### src/rtl/rc5_key_schedule.sv
// RC5-w/r/b key expansion: packs the secret key into L, seeds S from Pw/Qw,
// then runs the 3*max(T,C) mixing pass one iteration per clock.
module rc5_key_schedule #(
    parameter int W  = 32,
    parameter int R  = 12,
    parameter int B  = 16,
    parameter int AW = 6
) (
    input  logic             clk,
    input  logic             rst,
    input  logic             start,
    input  logic [8*B-1:0]   key,
    output logic             busy,
    output logic             done,
    output logic             valid,
    input  logic [AW-1:0]    s_addr,
    output logic [W-1:0]     s_data
);
    localparam int T     = 2 * R + 2;
    localparam int C_RAW = (8 * B + W - 1) / W;
    localparam int C     = (C_RAW < 1) ? 1 : C_RAW;
    localparam int N     = 3 * ((T > C) ? T : C);
    localparam int LW    = $clog2(W);
    localparam int IW    = $clog2(T);
    localparam int JW    = (C > 1) ? $clog2(C) : 1;
    localparam int NW    = $clog2(N);
    localparam int KPW   = C * W;

    localparam logic [63:0] PW64 = (W == 16) ? 64'h0000_0000_0000_B7E1 :
                                   (W == 32) ? 64'h0000_0000_B7E1_5163 :
                                               64'hB7E1_5162_8AED_2A6B;
    localparam logic [63:0] QW64 = (W == 16) ? 64'h0000_0000_0000_9E37 :
                                   (W == 32) ? 64'h0000_0000_9E37_79B9 :
                                               64'h9E37_79B9_7F4A_7C15;
    localparam logic [W-1:0] PW    = PW64[W-1:0];
    localparam logic [W-1:0] QW    = QW64[W-1:0];
    localparam logic [AW:0]  T_LIM = (AW + 1)'(T);

    typedef enum logic [2:0] {
        ST_IDLE = 3'd0,
        ST_LOAD = 3'd1,
        ST_INIT = 3'd2,
        ST_MIX  = 3'd3,
        ST_DONE = 3'd4
    } state_t;

    function automatic logic [W-1:0] rotl(input logic [W-1:0] x, input logic [LW-1:0] amt);
        logic [2*W-1:0] d;
        d = {x, x} << amt;
        return d[2*W-1:W];
    endfunction

    state_t           state_r, state_s;
    logic [8*B-1:0]   key_r;
    logic [KPW-1:0]   key_pad_s;
    logic [W-1:0]     key_word_s [C];
    logic [W-1:0]     s_tbl_r [T];
    logic [W-1:0]     l_tbl_r [C];
    logic [W-1:0]     a_r, b_r;
    logic [IW-1:0]    i_r;
    logic [JW-1:0]    j_r;
    logic [NW-1:0]    cnt_r;
    logic             busy_r, done_r, valid_r;
    logic             i_last_s, j_last_s, cnt_last_s;
    logic [W-1:0]     a_new_s, ab_sum_s, b_new_s, init_val_s;

    assign key_pad_s = KPW'(key_r);
    for (genvar g = 0; g < C; g++) begin : g_key_word
        assign key_word_s[g] = key_pad_s[g*W +: W];
    end

    assign i_last_s   = (i_r == IW'(T - 1));
    assign j_last_s   = (j_r == JW'(C - 1));
    assign cnt_last_s = (cnt_r == NW'(N - 1));

    // One mixing step and the next INIT entry, evaluated from current state
    always_comb begin
        a_new_s    = rotl(s_tbl_r[i_r] + a_r + b_r, LW'(3));
        ab_sum_s   = a_new_s + b_r;
        b_new_s    = rotl(l_tbl_r[j_r] + ab_sum_s, ab_sum_s[LW-1:0]);
        init_val_s = PW;
        if (i_r != '0) begin
            init_val_s = s_tbl_r[i_r - IW'(1)] + QW;
        end else begin
            init_val_s = PW;
        end
    end

    // FSM state register
    always_ff @(posedge clk or negedge rst) begin
        if (!rst) begin
            state_r <= ST_IDLE;
        end else begin
            state_r <= state_s;
        end
    end

    // FSM next-state logic
    always_comb begin
        state_s = state_r;
        case (state_r)
            ST_IDLE: if (start)      state_s = ST_LOAD; else state_s = ST_IDLE;
            ST_LOAD: if (j_last_s)   state_s = ST_INIT; else state_s = ST_LOAD;
            ST_INIT: if (i_last_s)   state_s = ST_MIX;  else state_s = ST_INIT;
            ST_MIX:  if (cnt_last_s) state_s = ST_DONE; else state_s = ST_MIX;
            ST_DONE: state_s = ST_IDLE;
            default: state_s = ST_IDLE;
        endcase
    end

    // Status flags registered from the next state so they align with it
    always_ff @(posedge clk or negedge rst) begin
        if (!rst) begin
            busy_r <= 1'b0;
            done_r <= 1'b0;
        end else begin
            busy_r <= (state_s == ST_LOAD) || (state_s == ST_INIT) || (state_s == ST_MIX);
            done_r <= (state_s == ST_DONE);
        end
    end

    // Key latch, L/S tables, mixing registers and indices
    always_ff @(posedge clk or negedge rst) begin
        if (!rst) begin
            key_r   <= '0;
            a_r     <= '0;
            b_r     <= '0;
            i_r     <= '0;
            j_r     <= '0;
            cnt_r   <= '0;
            valid_r <= 1'b0;
            for (int n = 0; n < T; n++) s_tbl_r[n] <= '0;
            for (int n = 0; n < C; n++) l_tbl_r[n] <= '0;
        end else begin
            case (state_r)
                ST_IDLE: begin
                    if (start) begin
                        key_r   <= key;
                        a_r     <= '0;
                        b_r     <= '0;
                        i_r     <= '0;
                        j_r     <= '0;
                        cnt_r   <= '0;
                        valid_r <= 1'b0;
                    end
                end
                ST_LOAD: begin
                    l_tbl_r[j_r] <= key_word_s[j_r];
                    j_r          <= j_last_s ? '0 : j_r + JW'(1);
                end
                ST_INIT: begin
                    s_tbl_r[i_r] <= init_val_s;
                    i_r          <= i_last_s ? '0 : i_r + IW'(1);
                end
                ST_MIX: begin
                    s_tbl_r[i_r] <= a_new_s;
                    l_tbl_r[j_r] <= b_new_s;
                    a_r          <= a_new_s;
                    b_r          <= b_new_s;
                    i_r          <= i_last_s ? '0 : i_r + IW'(1);
                    j_r          <= j_last_s ? '0 : j_r + JW'(1);
                    cnt_r        <= cnt_r + NW'(1);
                end
                ST_DONE: begin
                    valid_r <= 1'b1;
                end
                default: begin
                    valid_r <= 1'b0;
                end
            endcase
        end
    end

    // Combinational read port; addresses past the table read as zero
    always_comb begin
        s_data = '0;
        if ({1'b0, s_addr} < T_LIM) begin
            s_data = s_tbl_r[s_addr[IW-1:0]];
        end else begin
            s_data = '0;
        end
    end

    assign busy  = busy_r;
    assign done  = done_r;
    assign valid = valid_r;

endmodule
### config.mk
export PLATFORM = sky130hd
export DESIGN_NAME = rc5_key_schedule
export DESIGN_NICKNAME = d
export VERILOG_FILES = /design/src/rtl/rc5_key_schedule.sv
export SDC_FILE = /design/constraint.sdc
export NUM_CORES = 2
export LEC_CHECK = 0
export BUFFER_PORTS_ARGS = -buffer_cell sky130_fd_sc_hd__buf_2
export CELL_PAD_IN_SITES_DETAIL_PLACEMENT = 2
export CELL_PAD_IN_SITES_GLOBAL_PLACEMENT = 2
export CORE_MARGIN = 2
export CORE_UTILIZATION = 43
export CTS_CLUSTER_SIZE = 25
export DETAILED_ROUTE_END_ITERATION = 10
export PLACE_DENSITY = 0.91
export SYNTH_ARGS = -nofsm -noshare
export SYNTH_HDL_FRONTEND = slang
export SYNTH_SLANG_ARGS = --single-unit
### constraint.sdc
create_clock -name clk -period 14.4 [get_ports clk]
set_input_delay 0.72 -clock clk [delete_from_list [all_inputs] [get_ports clk]]
set_output_delay 0.72 -clock clk [all_outputs]
set_load 0.02 [all_outputs]
==> flow_summary.yaml, run 1 <==
synth:
  synth-seq-cells: 1172
  synth_top_area_share_pct: 39.33
  netlist_instances: 7113
  yosysUniqueCellTypes: 113
  avgSynthCellArea_um2: 10.48
  synth_warnings: 0
  netlist_area_mm2: 0.07456
  async_flop_share_pct: 100.0
  synth-seq-area-share_pct: 39.33
  synthesis.nets: 7387
  synth_edf_count: 0
  yosys.area.top_type: "dfrtp_1"
  synth_area_leaders: "dfrtp_1 39%, mux4_2 20%, nand2_1 7.9%, o21ai_0 4.2%, mux2i_1 3.1%"
  synth_ff_type: "dfrtp_1"
cts:
  cts.sinks: 1172
  cts-htree-levels: 4
  numCtsBuffers: 138
  cts.path.max_buffers: 3
  postCtsHoldBufs: 0
  cts-root-buf: "clkbuf_16"
run_status:
  status: "aborted with a tool error"
  tool.error: "[ERROR GRT-0232] Routing congestion too high. Check the congestion heatmap in the GUI."
  stop_stage: "global routing (5_1_grt)"
place:
  place.gp.congestion: 0.9700
  dp_hpwl_mm: 237.1
  portBuffers: 171
  dp.cells: 9118
floorplan:
  rows: 152
  num_io_pins: 172
  start_util_pct: 43.37
  die_y_um: 420.4
  die_w_um: 420.4
global_route:
  antenna_found_initial: 144
  grt_max_degree: 179
  overflow: 222
  grtUsageTotal_pct: 78.06
sta:
  crit_endpoint: "l_tbl_r[83]$_DFFE_PN0P_/D"
  worstEpCategory: "register input"
-- per-layer routing --
layer | track usage (%) | overflow
met3 | 72.35 | 19
met1 | 75.69 | 27
met2 | 88.18 | 94
met4 | 75.92 | 80
met5 | 57.32 | 2
-- kinds of logic after synthesis --
logic type	synth area share (%)
AOI/OAI and AO/OA	15.22
xor gates and xnor gates	1.393
adders and majority gates	2.641
buffers and inverters	4.296
DFF	39.33
muxes	25.38
and+or+nand+nor	11.74
-- synth_stat cells, drive strengths merged, types with 34 or more instances --
cell	n
mux4	650
nor2	220
o211ai	70
a21oi	283
o21ai	842
nand2b	46
ha	103
fa	34
xor2	34
nand2	1567
mux2	174
inv	66
o31ai	43
mux2i	232
nand3	60
and2	42
xnor2	82
dfrtp	1172
o221ai	53
a22oi	51
a21o	59
a211oi	70
o22ai	54
a31oi	59
clkbuf	452
buf	176
nor3	63
-- stage by stage --
step | setup TNS (ps) | cell area, um^2 | setup slack [ps] | hold WS (ps) | util (%)
floorplan | 0 | 74560 | 1898 | 424.4 | -
global placement | 0 | 77110 | 1039 | 455.5 | 44.85
detailed placement | -141.0 | 77110 | -70.12 | 468.5 | 44.85
CTS | 0 | 81770 | 54.57 | 47.64 | 47.56
-- what timing repair did --
action / 4_1_cts
gates resized for setup: 12
hold endpoints to repair: 0
endpoints found under the setup margin: 159
setup buffers: 4
==> run 2: changes to the inputs <==
- CELL_PAD_IN_SITES_DETAIL_PLACEMENT: 2 -> default
- CELL_PAD_IN_SITES_GLOBAL_PLACEMENT: 2 -> default
- CORE_UTILIZATION: 43 -> 36
- CTS_CLUSTER_SIZE: 25 -> default
- PLACE_DENSITY: 0.91 -> default
- PLACE_DENSITY_LB_ADDON: default -> 0.15
==> run 2 against run 1 <==
Effect of this change: the flow now finishes, with violations (hold timing); area after synthesis unchanged; synthesized cell count unchanged.
==> flow_summary.yaml, run 2 <==
synth:
  synth_common_cells: "1565 x nand2_1, 1172 x dfrtp_1, 650 x mux4_2"
  yosysUniqueCellTypes: 113
  async_flop_share_pct: 100.0
  synth_top_area_share_pct: 39.33
  synth_ff_type: "dfrtp_1"
  yosysMostFrequentCell: "nand2_1"
  synth_edf_count: 0
  synth_area_leaders: "dfrtp_1 39%, mux4_2 20%, nand2_1 7.9%, o21ai_0 4.2%, mux2i_1 3.1%"
  netlist_area_mm2: 0.07456
  synthesis.nets: 7387
  netlist_instances: 7113
  avgSynthCellArea_um2: 10.48
  yosys.area.top_type: "dfrtp_1"
  synth_warnings: 0
  synth-seq-cells: 1172
  synth-seq-area-share_pct: 39.33
cts:
  path_clk_slew_ps: 60
  numCtsBuffers: 144
  clkLatencyLatePin_ps: 820
  cts.path.max_buffers: 3
  cts-root-buf: "clkbuf_16"
  cts-htree-levels: 4
  cts.sinks: 1172
  cts_tree: "built"
  postCtsHoldBufs: 0
drt:
  vias: 60650
  avgRoutedWirePerCell_um: 30.02
  drcViolationCount: 0
  dr.max_layer_used: "met5"
  drtIter0Drc: 6759
  wirelength_mm: 294.0
  antenna_left: 0
  first_pass_iters: 7
  met3WireLength_mm: 23.19
  drt-vias-per-instance: 6.193
  met1_length_mm: 125.0
  wl_met2_mm: 133.7
run_status:
  status: "finished, violations left"
  failed_checks: "hold timing"
finish:
  layout-drive-gt1-share_pct: 21.93
  syn_to_final_growth_pct: 10.79
  fin_cells: 9793
  fill_cells: 20060
  finalNetCount: 7254
  utilization_pct: 40.01
  regMostFlops: "s_tbl_r"
  final_cell_mix: "1537 x nand2_1, 1167 x dfrtp_1, 650 x mux4_2"
  design_area_mm2: 0.08261
  final_common_cell: "nand2_1"
  largest_register_ff_count: 832
floorplan:
  rows: 167
  die_y_um: 459.1
  dieArea_mm2: 0.2108
  start_util_pct: 36.12
  num_io_pins: 172
  die_w_um: 459.1
  core_area_mm2: 0.2064
global_route:
  grt_first_pass_wirelength_mm: 428.3
  overflow: 0
  grt_max_degree: 175
  antenna_found_initial: 11
  grt_pass1_vias: 58860
  grtUsageTotal_pct: 27.59
flow_run:
  drv_cap: 0
critical_path:
  cp_common_cell: "a21oi_1"
  crit_fanout: 42
  worstSetupPathType: "flop to flop"
  max_stage_delay_ps: 850
  r2r-end: "l_tbl_r[96]"
  reg2reg_depth: 45
  crit_arrival_ps: 14150
  end_kind: "flop"
  reg2reg_slack_ps: 880
  cp-endpoint: "l_tbl_r[96]"
  start_kind: "flop"
  setup.worst_path.start: "i_r[0]"
  critPathRequiredTime_ps: 15030
  crit_slowest_cell: "dfrtp_4"
  reg2reg_from: "i_r[0]"
sta:
  max_slew.worst_pin.slew_ps: 1275
  hold_slack_ps: -30.34
  setup_tns_ps: 0
  drv_slew: 0
  final-setup-viol-count: 0
  post-route-period-util_pct: 93.90
  finalHoldViolCount: 7
  finClkSkew_ps: 52.03
  fmax_mhz: 73.96
  worst_slack_ps: 879.0
  slew_headroom_pct: 14.72
  rsz0062_at_grt: "false"
  layout_min_cycle_time_ps: 13520
place:
  dp_hpwl_mm: 187.5
  place.gp.congestion: 0.9427
  dp.cells: 9537
  portBuffers: 171
  dp_slack_ps: 680.0
  place_area_mm2: 0.07780
power_and_ir_drop:
  p_per_area_mw_per_mm2: 88.72
  total_power_mw: 7.329
  p_leak_nw: 35.58
  vdd_drop_max_mv: 0.1231
hold_path:
  hold_path_class: "input port to async pin"
==> run 2: worst min-delay path by stage <==
stage	start	to	slack, ps	depth (start not counted)
CTS	rst	key_pad_s[25]	20	1
global route	rst	key_pad_s[121]	50	1
floorplan	rst	a_r[0]	420	0
detailed placement	key_pad_s[113]	key_pad_s[113]	460	2
finish	rst	key_pad_s[91]	-30	1
global placement	key_pad_s[100]	key_pad_s[100]	450	2
==> run 2: cell families (layout without fill, tap and decap cells) <==
group / after synthesis / after routing / share of synthesized area (%)
other: 0 / 2 / 0
flip-flops: 1172 / 1172 / 39.33
buffers and inverters: 697 / 671 / 4.296
AND/OR/NAND/NOR: 2119 / 2119 / 11.74
AO/OA/AOI/OAI: 1816 / 1816 / 15.22
adder cells (fa/ha/maj): 137 / 137 / 2.641
multiplexers: 1056 / 1056 / 25.38
XOR/XNOR: 116 / 116 / 1.393
==> run 2: cell type report <==
type,count,area (um^2),area share [%]
multi-input combinational,5244,42410,51.34
sequential,1172,29340,35.52
clock buffer,218,4307,5.213
tap,2704,3383,4.096
timing repair buffer,349,2434,2.946
clock inverter,35,461.7,0.5589
inverter,69,260.3,0.3150
antenna,2,5.005,0.006059
==> run 2: worst max-delay path: cells and delay by family, from the launching register on <==
| family | cells | cell delay [ps] |
|---|---|---|
| compound gates | 27 | 7320 |
| buf+inv | 2 | 530 |
| mux | 2 | 1020 |
| fa+ha+maj | 5 | 2020 |
| simple gates | 7 | 1250 |
| flops | 1 | 850 |
| xor+xnor | 2 | 330 |
==> run 2: power by group <==
group	switching, mW	internal, mW
clock network	1.55	2.19
logic	0.198	0.0906
registers	0	3.29
==> run 2: metal layers <==
layer	vias up	GRT usage, %
met1	31240	38.18
met3	541	5.462
met4	12	10.28
met5	-	0
li1	26050	-
met2	2808	42.85
==> run 2: repair_timing <==
action	CTS	global route
buffers inserted	0	1
gates resized for setup	0	2
endpoints found under the hold margin	0	0
setup endpoints to repair	0	58
No activity file was read; power rests on OpenSTA's default activity.
